### src/rtl/turn_sequencer_pkg.sv
// Shared card-word layout, kind codes, states and limits
// for the turn sequencer and its card field latch.
package turn_sequencer_pkg;

    localparam int CARD_W = 30;

    localparam int GOLD_MSB   = 29;
    localparam int GOLD_LSB   = 25;
    localparam int BUY_MSB    = 24;
    localparam int BUY_LSB    = 22;
    localparam int ACTION_MSB = 21;
    localparam int ACTION_LSB = 19;
    localparam int DRAW_MSB   = 18;
    localparam int DRAW_LSB   = 16;
    localparam int VP_MSB     = 15;
    localparam int VP_LSB     = 12;
    localparam int COST_MSB   = 11;
    localparam int COST_LSB   = 8;
    localparam int NAME_MSB   = 7;
    localparam int NAME_LSB   = 0;
    localparam int KIND_MSB   = 7;
    localparam int KIND_LSB   = 6;

    localparam logic [1:0] KIND_TREASURE = 2'b00;
    localparam logic [1:0] KIND_VICTORY  = 2'b01;
    localparam logic [1:0] KIND_ACTION   = 2'b10;

    localparam logic [3:0] ACT_MAX  = 4'd15;
    localparam logic [3:0] BUY_MAX  = 4'd15;
    localparam logic [5:0] GOLD_MAX = 6'd63;

    typedef enum logic [2:0] {
        IDLE,
        WAIT,
        APPLY,
        DRAW,
        DONE,
        REJECT
    } state_e;

    typedef enum logic {
        OP_PLAY,
        OP_BUY
    } op_e;

    typedef struct packed {
        logic [4:0] gold;
        logic [2:0] buy;
        logic [2:0] action;
        logic [2:0] draw;
        logic [3:0] cost;
        logic [1:0] kind;
    } card_t;

endpackage

### src/rtl/turn_sequencer_card_field_latch.sv
// Registers the card word on a load strobe and presents
// the fields the turn logic consumes.
module card_field_latch
    import turn_sequencer_pkg::*;
(
    input  logic              clk,
    input  logic              rst,
    input  logic              load,
    input  logic [CARD_W-1:0] ram_q,
    output card_t             card
);

    card_t card_d;
    card_t card_q;

    // vp and the low name bits carry no turn effect
    logic unused_bits;
    assign unused_bits = ^{ram_q[VP_MSB:VP_LSB], ram_q[KIND_LSB-1:NAME_LSB]};

    always_comb begin
        card_d = card_q;
        if (load) begin
            card_d.gold   = ram_q[GOLD_MSB:GOLD_LSB];
            card_d.buy    = ram_q[BUY_MSB:BUY_LSB];
            card_d.action = ram_q[ACTION_MSB:ACTION_LSB];
            card_d.draw   = ram_q[DRAW_MSB:DRAW_LSB];
            card_d.cost   = ram_q[COST_MSB:COST_LSB];
            card_d.kind   = ram_q[KIND_MSB:KIND_LSB];
        end
    end

    always_ff @(posedge clk) begin
        if (!rst) card_q <= '0;
        else      card_q <= card_d;
    end

    assign card = card_q;

endmodule

### src/rtl/turn_sequencer.sv
// One player's turn: fetch card, apply its effect to the
// action/buy/gold counters, emit draw pulses.
module turn_sequencer
    import turn_sequencer_pkg::*;
#(
    parameter int RAM_LAT  = 1,
    parameter int CARD_AW  = 5,
    parameter int MAX_DRAW = 7
) (
    input  logic               clk,
    input  logic               rst,
    input  logic               play_req,
    input  logic               buy_req,
    input  logic               end_turn,
    input  logic [CARD_AW-1:0] play_id,
    output logic               ram_rd,
    output logic [CARD_AW-1:0] ram_addr,
    input  logic [CARD_W-1:0]  ram_q,
    output logic               busy,
    output logic               draw_pulse,
    output logic               done,
    output logic               reject,
    output logic [3:0]         actions,
    output logic [3:0]         buys,
    output logic [5:0]         gold
);

    localparam logic [1:0] LAT  = 2'(RAM_LAT);
    localparam logic [3:0] MAXD = 4'(MAX_DRAW);

    state_e             state_d, state_q;
    op_e                op_d, op_q;
    logic [1:0]         cnt_d, cnt_q;
    logic [CARD_AW-1:0] id_d, id_q;
    logic [3:0]         drw_d, drw_q;
    logic [3:0]         act_d, act_q;
    logic [3:0]         buy_d, buy_q;
    logic [5:0]         gold_d, gold_q;
    logic               load;
    card_t              card;

    card_field_latch u_latch (
        .clk   (clk),
        .rst   (rst),
        .load  (load),
        .ram_q (ram_q),
        .card  (card)
    );

    logic       is_act;
    logic [4:0] act_sum;
    logic [4:0] buy_sum;
    logic [6:0] gold_sum;
    logic [3:0] act_sat;
    logic [3:0] buy_sat;
    logic [5:0] gold_sat;
    logic [3:0] draw_n;

    assign is_act   = (card.kind == KIND_ACTION);
    assign act_sum  = {1'b0, act_q} - {4'd0, is_act} + {2'd0, card.action};
    assign buy_sum  = {1'b0, buy_q} + {2'd0, card.buy};
    assign gold_sum = {1'b0, gold_q} + {2'd0, card.gold};
    assign act_sat  = (act_sum > {1'b0, ACT_MAX}) ? ACT_MAX : act_sum[3:0];
    assign buy_sat  = (buy_sum > {1'b0, BUY_MAX}) ? BUY_MAX : buy_sum[3:0];
    assign gold_sat = (gold_sum > {1'b0, GOLD_MAX}) ? GOLD_MAX : gold_sum[5:0];
    assign draw_n   = ({1'b0, card.draw} > MAXD) ? MAXD : {1'b0, card.draw};

    always_comb begin
        state_d = state_q;
        op_d    = op_q;
        cnt_d   = cnt_q;
        id_d    = id_q;
        drw_d   = drw_q;
        act_d   = act_q;
        buy_d   = buy_q;
        gold_d  = gold_q;
        load    = 1'b0;
        unique case (state_q)
            IDLE: begin
                if (end_turn) begin
                    act_d   = 4'd1;
                    buy_d   = 4'd1;
                    gold_d  = '0;
                    state_d = DONE;
                end else if (buy_req || play_req) begin
                    op_d    = buy_req ? OP_BUY : OP_PLAY;
                    id_d    = play_id;
                    cnt_d   = '0;
                    state_d = WAIT;
                end
            end
            WAIT: begin
                if (cnt_q == LAT) begin
                    load    = 1'b1;
                    state_d = APPLY;
                end else begin
                    cnt_d = cnt_q + 2'd1;
                end
            end
            APPLY: begin
                if (op_q == OP_BUY) begin
                    if (buy_q == '0 || gold_q < {2'd0, card.cost}) begin
                        state_d = REJECT;
                    end else begin
                        buy_d   = buy_q - 4'd1;
                        gold_d  = gold_q - {2'd0, card.cost};
                        state_d = DONE;
                    end
                end else if (!(card.kind == KIND_TREASURE || is_act)) begin
                    state_d = REJECT;
                end else if (is_act && act_q == '0) begin
                    state_d = REJECT;
                end else begin
                    act_d   = act_sat;
                    buy_d   = buy_sat;
                    gold_d  = gold_sat;
                    drw_d   = draw_n;
                    state_d = (draw_n != '0) ? DRAW : DONE;
                end
            end
            DRAW: begin
                if (drw_q == 4'd1) state_d = DONE;
                else               drw_d   = drw_q - 4'd1;
            end
            DONE:    state_d = IDLE;
            REJECT:  state_d = IDLE;
            default: state_d = IDLE;
        endcase
    end

    always_ff @(posedge clk) begin
        if (!rst) begin
            state_q <= IDLE;
            op_q    <= OP_PLAY;
            cnt_q   <= '0;
            id_q    <= '0;
            drw_q   <= '0;
            act_q   <= 4'd1;
            buy_q   <= 4'd1;
            gold_q  <= '0;
        end else begin
            state_q <= state_d;
            op_q    <= op_d;
            cnt_q   <= cnt_d;
            id_q    <= id_d;
            drw_q   <= drw_d;
            act_q   <= act_d;
            buy_q   <= buy_d;
            gold_q  <= gold_d;
        end
    end

    assign ram_rd     = (state_q == WAIT) && (cnt_q == '0);
    assign ram_addr   = ram_rd ? id_q : '0;
    assign busy       = (state_q == WAIT) || (state_q == APPLY)
                     || (state_q == DRAW);
    assign draw_pulse = (state_q == DRAW);
    assign done       = (state_q == DONE);
    assign reject     = (state_q == REJECT);
    assign actions    = act_q;
    assign buys       = buy_q;
    assign gold       = gold_q;

endmodule

### config.mk
export PLATFORM = sky130hd
export DESIGN_NAME = turn_sequencer
export DESIGN_NICKNAME = d
export VERILOG_FILES = /design/src/rtl/turn_sequencer_pkg.sv /design/src/rtl/turn_sequencer_card_field_latch.sv /design/src/rtl/turn_sequencer.sv
export SDC_FILE = /design/constraint.sdc
export NUM_CORES = 1
export LEC_CHECK = 0
export ABC_AREA = 1
export CORE_MARGIN = 1
export CORE_UTILIZATION = 48
export CTS_CLUSTER_DIAMETER = 150
export DETAILED_ROUTE_END_ITERATION = 10
export PLACE_DENSITY_LB_ADDON = 0.08
export SETUP_SLACK_MARGIN = 0.4
export SYNTH_ARGS = -nofsm -noshare
export SYNTH_HDL_FRONTEND = slang
export SYNTH_HIERARCHICAL = 1
export SYNTH_SLANG_ARGS = --single-unit
### constraint.sdc
create_clock -name clk -period 1.85 [get_ports clk]
set_input_delay 0.37 -clock clk [delete_from_list [all_inputs] [get_ports clk]]
set_output_delay 0.37 -clock clk [all_outputs]
set_load 0.03 [all_outputs]
**Word level (Yosys, flattened, before mapping)**

Cells that the tools add are included.

- Output and inout port bits: 24
- Register bits: 49

- Add/subtract/negate cells: 8
- Magnitude comparators: 4
- Multiplexer cells: 42
- Reductions and logical operators: 22
- Bitwise operators: 1
- Eq/ne operators: 22

Operator list:

| operator | count |
|---|---|
| $mux W4 | 14 |
| $mux W6 | 6 |
| $mux W3 | 8 |
| $pmux W4 S2 | 3 |
| $ne A2 B2 Y1 const B | 9 |
| $reduce_and A5 Y1 | 3 |
| $ne A3 B3 Y1 const B | 4 |
| $pmux W3 S4 | 1 |
| $pmux W6 S2 | 1 |
| $gt A5 B4 Y1 const B | 2 |
| $logic_not A4 Y1 | 2 |
| $sub A4 B1 Y4 const B | 2 |
| $add A6 B5 Y7 | 1 |
| $gt A7 B6 Y1 const B | 1 |
| $eq A3 B2 Y1 const B | 2 |
| $eq A3 B3 Y1 const B | 2 |
| $lt A6 B4 Y1 | 1 |
| $mux W2 | 3 |
| $reduce_and A3 Y1 | 2 |
| $reduce_bool A2 Y1 | 3 |
| $sub A6 B4 Y6 | 1 |
| $add A4 B3 Y5 | 1 |
| $add A5 B3 Y5 | 1 |
| $logic_or A1 B1 Y1 | 5 |
| 16 further kinds | 21 |

**Depth between registers and ports, before layout**

Gate-level depths: netlist of the first run.

- Depth after elaboration: 9
- Mapped depth: 14

**Cells and area by module**

Netlist of the first run, hierarchy kept.

Modules (own cells, without submodules):

| module | seq. area each (um^2) | area each (um^2) | cells an instance | times used |
|---|---|---|---|---|
| turn_sequencer | 580.6 | 2497.4 | 367 | 1 |
| card_field_latch | 400.4 | 830.8 | 126 | 1 |

**Worst setup path after synthesis of the first run**

OpenSTA, ideal clock, no wires.

- Kind: register -> register
- Start: register act_q[1] (netlist: actions[1])
- End: register act_q[0] (netlist: actions[0])
- Arrival time: 1.940 ns
- Period minus slack after synthesis: 2.055 ns
- Slack: -0.205 ns
- Library setup time: 0.115 ns
- Buffers on the path: 0
- Stages on the path, launching flop included: 11
- Cells stage by stage: dfxtp_1 > inv_1 > ha_1 > inv_1 > fa_1 > nand3_1 > nand2_1 > xor2_1 > a21oi_1 > nor2_1 > nand2_1

- Cells in the longest elaborated chain, start to end: 8
- Elaborated cells between the ends (all ways): 12

RTL lines:

| item | RTL line | text |
|---|---|---|
| start, declared | turn_sequencer.sv:36 | `logic [3:0] act_d, act_q;` |
| start signal, assigned | turn_sequencer.sv:147 | `act_q <= act_d;` |
| $sub A4 B1 Y5 | turn_sequencer.sv:60 | `assign act_sum = {1'b0, act_q} - {4'd0, is_act} + {2'd0, card.action};` |
| $add A5 B3 Y5 | turn_sequencer.sv:60 |  |
| $gt A5 B4 Y1 | turn_sequencer.sv:63 | `assign act_sat = (act_sum > {1'b0, ACT_MAX}) ? ACT_MAX : act_sum[3:0];` |
| $mux W4 | turn_sequencer.sv:63 |  |
| $mux W4 | turn_sequencer.sv:111 | `end else if (is_act && act_q == '0) begin` |
| $mux W4 | turn_sequencer.sv:109 | `end else if (!(card.kind == KIND_TREASURE \|\| is_act)) begin` |
| $mux W4 | turn_sequencer.sv:101 | `if (op_q == OP_BUY) begin` |
| $pmux W4 S2 | turn_sequencer.sv:78 | `unique case (state_q)` |

Parallel ways exist; a longest one is shown, timed or not. The select of a mux whose other input is x is not followed.
A chain may end at the register's enable or synchronous reset.

**Final worst setup path of the first run**

- Start: register u_latch.card_q (netlist bit u_latch/card[1])
- End: register act_q[0] (netlist: actions[0])

- Cells in the longest elaborated chain, start to end: 9
- Elaborated cells between the ends (all ways): 15

RTL lines:

| item | RTL line | text |
|---|---|---|
| start, declared | turn_sequencer_card_field_latch.sv:14 | `card_t card_q;` |
| start signal, assigned | turn_sequencer_card_field_latch.sv:34 | `else card_q <= card_d;` |
| $eq A2 B2 Y1 | turn_sequencer.sv:59 | `assign is_act = (card.kind == KIND_ACTION);` |
| $sub A4 B1 Y5 | turn_sequencer.sv:60 |  |
| $add A5 B3 Y5 | turn_sequencer.sv:60 |  |
| $gt A5 B4 Y1 | turn_sequencer.sv:63 |  |
| $mux W4 | turn_sequencer.sv:63 |  |
| $mux W4 | turn_sequencer.sv:111 |  |
| $mux W4 | turn_sequencer.sv:109 |  |
| $mux W4 | turn_sequencer.sv:101 |  |
| $pmux W4 S2 | turn_sequencer.sv:78 |  |

Parallel ways exist; a longest one is shown, timed or not. The select of a mux whose other input is x is not followed.

==> results of run 1 <==
[cell families (layout without fill, tap and decap cells)]
logic type | after synthesis | in the layout | synth area share
AND/OR/NAND/NOR | 251 | 252 | 0.345
buffers and inverters | 98 | 173 | 0.123
AO/OA/AOI/OAI | 60 | 60 | 0.105
flip-flops | 49 | 49 | 0.295
adder cells (fa/ha/maj) | 27 | 27 | 0.111
XOR/XNOR | 8 | 8 | 0.0211
[layout by cell type (no fill, tap or decap), types with 12 or more instances in the layout]
cell type and count:
nand3_1 14, dfxtp_1 33, inv_1 78, nor2_1 57, ha_1 20, nand2_1 115
nand2_2 14, a21oi_1 25, buf_4 27, o21ai_0 14, clkdlybuf4s50_1 29, nor2_4 12
[through the flow]
stage | power, mW | setup TNS, ns | hold WS, ns | cells | utilization
after global placement | 3.45 | -0.145 | 0.450 | 628 | 0.636
after detailed placement | 3.50 | -0.365 | 0.462 | 628 | 0.636
after floorplan | 2.98 | 0 | 0.439 | 493 | -
final | 4.43 | -0.614 | 0.468 | 646 | 0.684
after CTS | 4.26 | -0.153 | 0.478 | 640 | 0.663
after global routing | 4.75 | -2.43 | 0.507 | 646 | 0.684
[cell type report]
cell class	instances	area [µm²]
Inverter	87	332
Timing Repair Buffer	78	726
Tap cell	77	96.3
Clock buffer	5	68.8
Fill cell	594	2070
Sequential cell	49	1010
Multi-Input combinational cell	347	2200
Clock inverter	3	25.0
[critical path, delay by kind of cell (launching register included)]
kind            cells  cell delay, ns
simple gates        7            0.77
fa+ha+maj           2            0.36
flops               1            0.35
xor+xnor            1            0.17
buf+inv             2            0.09
compound gates      1            0.09
[repair_timing]
action,in CTS,in global routing
endpoints found under the setup margin,66,67
gates resized for setup,63,40
pin swaps,12,12
gates cloned,0,2
setup buffers,4,4
[cells in the mapped netlist (7+ instances only)]
master     n
o21ai_0   18
nand3_1   17
nand3_2    7
a21oi_1   27
inv_1     84
dfxtp_1   49
nand2_2   11
nor3_1     7
a21oi_2    9
nand2_1  124
ha_1      23
nor2_1    67
[routing by layer]
layer	global-route usage	up-vias	part of all wire
met4	0.0394	0	0.0074
met1	0.269	1419	0.47
li1	-	1671	-
met3	0.0321	8	0.046
met5	0	-	0
met2	0.387	78	0.48
[registers in the layout, summed over array words and instances, names as in the netlist, 2 cells and up]
| register | flops |
|---|---|
| id_q | 5 |
| cnt_q | 2 |
| state_q | 3 |
| drw_q | 4 |
| u_latch/card | 20 |
| gold | 6 |
| buys | 4 |
| actions | 4 |
[power by group through the flow]
stage               Clock, mW  Combinational (mW)  Sequential (mW)
floorplan                   0                1.58             1.40
global placement            0                2.07             1.39
detailed placement          0                2.11             1.39
CTS                     0.691                2.19             1.38
global route            0.730                2.62             1.41
finish                  0.668                2.38             1.38
[worst max-delay path by stage]
stage / startpoint / end / slack, ns / cells after the start
6_report: u_latch/card[1] / actions[0] / -0.08 / 13
5_1_grt: u_latch/card[1] / actions[0] / -0.18 / 13
4_1_cts: u_latch/card[1] / actions[0] / -0.06 / 13
3_5_place_dp: u_latch/card[1] / actions[0] / -0.11 / 13
3_3_place_gp: u_latch/card[1] / actions[0] / -0.06 / 13
2_1_floorplan: u_latch/card[1] / actions[0] / 0.02 / 13
==> results.cfg, run 1 <==
[outcome]
status = finished, violations left
violations = setup timing

[clock_network]
cts.sinks = 49
cts_buffer_depth = 2
clk_pin_slew_ns = 0.10
cts_buffers = 5
cts_tree = done
htree_levels = 2
postCtsHoldBufs = 0
clock_latency_ns = 0.31
cts_root_buf = clkbuf_8

[min_path]
hp-start = cnt_q[1]
min_path_cells = 2
hold_end = cnt_q[1]
hold_path.class = reg -> reg

[yosys]
synth_edf_count = 0
ys_ff_latch = 49
yosys-top-cells-area = dfxtp_1 (29%), nand2_1 (14%), inv_1 (9.5%), ha_1 (8.6%), nor2_1 (7.6%)
yosys_most_used_dff = dfxtp_1
synth_async_sr_flop_share = 0
syn-instance-count = 493
yosysWarnings = 6
synthesis.area_um2 = 3330
yosys.area.top_type = dfxtp_1
yosysSeqAreaShare = 0.295
syn-num-nets = 560
yosys.cell_types.count = 32
synth_top_area_share = 0.295
avgSynthCellArea_um2 = 6.75

[final_layout]
final_area_um2 = 4460
diodes = 0
drive_above_1_share = 0.278
area_growth_pct = 34.1
layout.nets = 635

[sta]
rsz0062_at_grt = yes
finalHoldViolCount = 0
timing.slew.headroom = 0.617
final.period_utilization = 1.05
fin_skew_ns = 0.0107
fin_crit_ns = 1.93
tightest_slew_ns = 0.570
slew_violations = 0
setup_violations = 18
timing.final.ws_setup_ns = -0.0848
fmax_mhz = 517

[global_routing]
grt_overflow_total = 0
grt_pass1_wl_mm = 12.7
grt_pass1_vias = 2976
grt_usage = 0.213
antenna_found_initial = 0
grt_max_degree = 41

[pwr]
seq_power_share = 0.311
p_int_mw = 2.42
power.switching_mw = 2.01
ir_drop_mv = 0.600
pwr-share-clk = 0.151
cellLeakagePower_nw = 1.99
power_density_nw_per_um2 = 993
combPwrFrac = 0.538
switching_share = 0.453

[critical_path]
worstReg2RegStart = u_latch/card[1]
cpMostUsedCell = inv_2
crit_fanout = 4
crit_required_ns = 2.05
reg2reg_slack_ns = -0.08
timing.rr.end = actions[0]
crit_arrival_ns = 2.14
cp_slowest_stage_delay_ns = 0.35
r2r_cells = 13
end_kind = flip-flop
crit_slowest_cell = dfxtp_2
crit_type = reg -> reg
start_kind = flip-flop
cp_cell_sequence = inv_2 > nor2_4 > inv_2 > or2_4 > nand2_2 > ha_4 > fa_2 > nand3_2 > nand2_4 > xor2_4 > a21oi_1 > nor2_1 > nand2_1

[drt]
via_per_inst = 4.92
wire_per_inst_um = 11.9
drtIter0Drc = 121
detail_route.first_pass.iterations = 4
routed_wl_mm = 7.68
drc_errors = 0
vias = 3176
drtAntennaViolNets = 0

[floorplan]
die_h_um = 85.3
num_io_pins = 64
start_util = 0.510
dieArea_um2 = 7270
die_x_um = 85.3
rows = 29
core_um2 = 6530

[place]
postPlaceCellArea_um2 = 4160
gp_congestion = 0.808
hpwl_mm = 5.68
io_buffer_count = 53
dp_slack_ns = -0.106

[flow_run]
maxCapViolCount = 0
Note: power is estimated with default switching activity, not from simulation.
==> inputs of run 2 (changes only) <==
Settings changed: CTS_CLUSTER_SIZE from default to 30.
==> results of run 2 <==
Same layout as run 1: the final DEF is identical, and so are final timing and power.
==> inputs of run 3 (changes only) <==
Settings changed: CORE_UTILIZATION 48 to 46, SYNTH_HIERARCHICAL 1 to default.
==> results.cfg, run 3 <==
[outcome]
status = complete, no violations

[place]
hpwl_mm = 5.34
io_buffer_count = 53
gp_congestion = 0.843
place_inst = 585

[final_layout]
fin_cells = 615
diodes = 0
largest_register_ffs = 20
drive_above_1_share = 0.305
mostFrequentLayoutCell = nand2_1
final_cell_mix = nand2_1 (68), inv_1 (63), a21oi_1 (39)
layout.nets = 604
area_growth_pct = 44.9

[drt]
drtAntennaViolNets = 0
detail_route.first_pass.iterations = 4
routed_wl_mm = 7.63
drtIter0Drc = 103
drc_errors = 0
wire_per_inst_um = 12.4
via_per_inst = 5.01
vias = 3084

[pwr]
ir_drop_mv = 0.719
power_mw = 5.29
cellLeakagePower_nw = 1.91
power_density_nw_per_um2 = 1210

[yosys]
yosysMostFrequentCell = nand2_1
yosys.area.top_type = dfxtp_1
ys_ff_latch = 49
synthesis.area_um2 = 3030
yosysSeqAreaShare = 0.324
syn-instance-count = 444
yosys_most_used_dff = dfxtp_1
syn-num-nets = 511
synth_common_cells = nand2_1 (81), inv_1 (70), dfxtp_1 (49), o21ai_0 (49)
synth_top_area_share = 0.324
yosys.cell_types.count = 27
synth_async_sr_flop_share = 0
yosys-top-cells-area = dfxtp_1 (32%), nand2_1 (10%), ha_1 (9.5%), inv_1 (8.7%), o21ai_0 (8.1%)
synth_edf_count = 0
yosysWarnings = 0
avgSynthCellArea_um2 = 6.81

[critical_path]
crit_fanout = 7
crit_arrival_ns = 2.04
end_kind = flip-flop
cp_slowest_stage_delay_ns = 0.36
cpMostUsedCell = nand2_2
cp_cell_sequence = inv_2 > ha_4 > inv_2 > fa_2 > nand2_2 > nand2_2 > nand2_2 > nand2_2 > o21ai_2 > nand2_2 > nand2_4 > inv_1 > o21ai_1 > a21oi_1
crit_slowest_cell = dfxtp_4
crit_type = reg -> reg
start_kind = flip-flop
crit_required_ns = 2.06

[clock_network]
postCtsHoldBufs = 0
cts.sinks = 49
cts_buffers = 5
cts_buffer_depth = 2
htree_levels = 2
cts_tree = done
clk_pin_slew_ns = 0.10
cts_root_buf = clkbuf_8
clock_latency_ns = 0.31

[floorplan]
rows = 29
core_um2 = 6350
num_io_pins = 64
start_util = 0.476
die_x_um = 83.1
dieArea_um2 = 6910
die_h_um = 83.1

[sta]
fmax_mhz = 548
setup_tns_ns = 0
timing.slew.headroom = 0.633
finalHoldViolCount = 0
fin_crit_ns = 1.83
setup_violations = 0
fin_skew_ns = 0.00899
tightest_slew_ns = 0.549
rsz0062_at_grt = yes
final.period_utilization = 0.987
slew_violations = 0

[global_routing]
grt_overflow_total = 0
antenna_found_initial = 0
grt_pass1_wl_mm = 13.0
grt_pass1_vias = 3060
grt_usage = 0.231
grt_max_degree = 32

[min_path]
hold_path.class = reg -> reg

[flow_run]
maxCapViolCount = 0
run 3: worst max-delay path, delay by kind of cell, from the launching register on:
| family | cells | cell delay [ns] |
|---|---|---|
| DFF | 1 | 0.36 |
| AOI/OAI and AO/OA | 3 | 0.25 |
| and+or+nand+nor | 6 | 0.48 |
| adders and majority gates | 2 | 0.45 |
| buffers and inverters | 3 | 0.17 |
run 3: power breakdown:
group	internal [mW]	switching [mW]
combinational	1.37	1.74
sequential	1.27	0.153
clock	0.351	0.396
total	2.99	2.29
run 3: worst paths after layout:
| path | startpoint | end | depth (start not counted) | slack, ns |
|---|---|---|---|---|
| setup reg to reg | gold[0] | gold[0] | 14 | 0.02 |
| hold reg to reg | u_latch.card[10] | u_latch.card[10] | 2 | 0.46 |
| hold / removal | u_latch.card[10] | u_latch.card[10] | 2 | 0.46 |
| setup / recovery | gold[0] | gold[0] | 14 | 0.02 |
run 3: cells by family (layout without fill, tap and decap cells):
kind of cell / Yosys count / count (layout) / share of synthesized area
XOR/XNOR: 8 / 8 / 0.0232
buffers and inverters: 87 / 181 / 0.114
AND/OR/NAND/NOR: 172 / 172 / 0.247
AO/OA/AOI/OAI: 101 / 101 / 0.170
flip-flops: 49 / 49 / 0.324
adder cells (fa/ha/maj): 27 / 27 / 0.122
run 3: layout make-up:
class / count / area [µm²]
Inverter: 77 / 307
Multi-Input combinational cell: 308 / 1980
Fill cell: 569 / 1970
Clock buffer: 6 / 93.8
Clock inverter: 2 / 16.3
Timing Repair Buffer: 95 / 871
Sequential cell: 49 / 1010
Tap cell: 77 / 96.3
Timing Repair inverter: 1 / 7.51
run 3: timing repair:
action / CTS / global route
gates resized for setup: 115 / 70
gates cloned: 1 / 0
endpoints found under the setup margin: 62 / 57
pin swaps: 22 / 16
setup buffers: 13 / 8
run 3: through the flow:
step / hold WS [ns] / cell area [µm²] / utilization / setup slack (ns)
floorplan: 0.433 / 3140 / - / 0.0693
global placement: 0.447 / 3850 / 0.607 / -0.0329
detailed placement: 0.456 / 3850 / 0.607 / -0.0591
CTS: 0.470 / 4190 / 0.659 / 0.0410
global route: 0.505 / 4380 / 0.690 / -0.0769
finish: 0.465 / 4380 / 0.690 / 0.0243
run 3: routing by layer:
layer | up-vias | GRT usage | routed length [µm]
li1 | 1612 | - | -
met1 | 1407 | 0.278 | 3560
met2 | 51 | 0.414 | 3740
met3 | 14 | 0.0368 | 209
met4 | 0 | 0.0846 | 116
met5 | - | 0 | 0
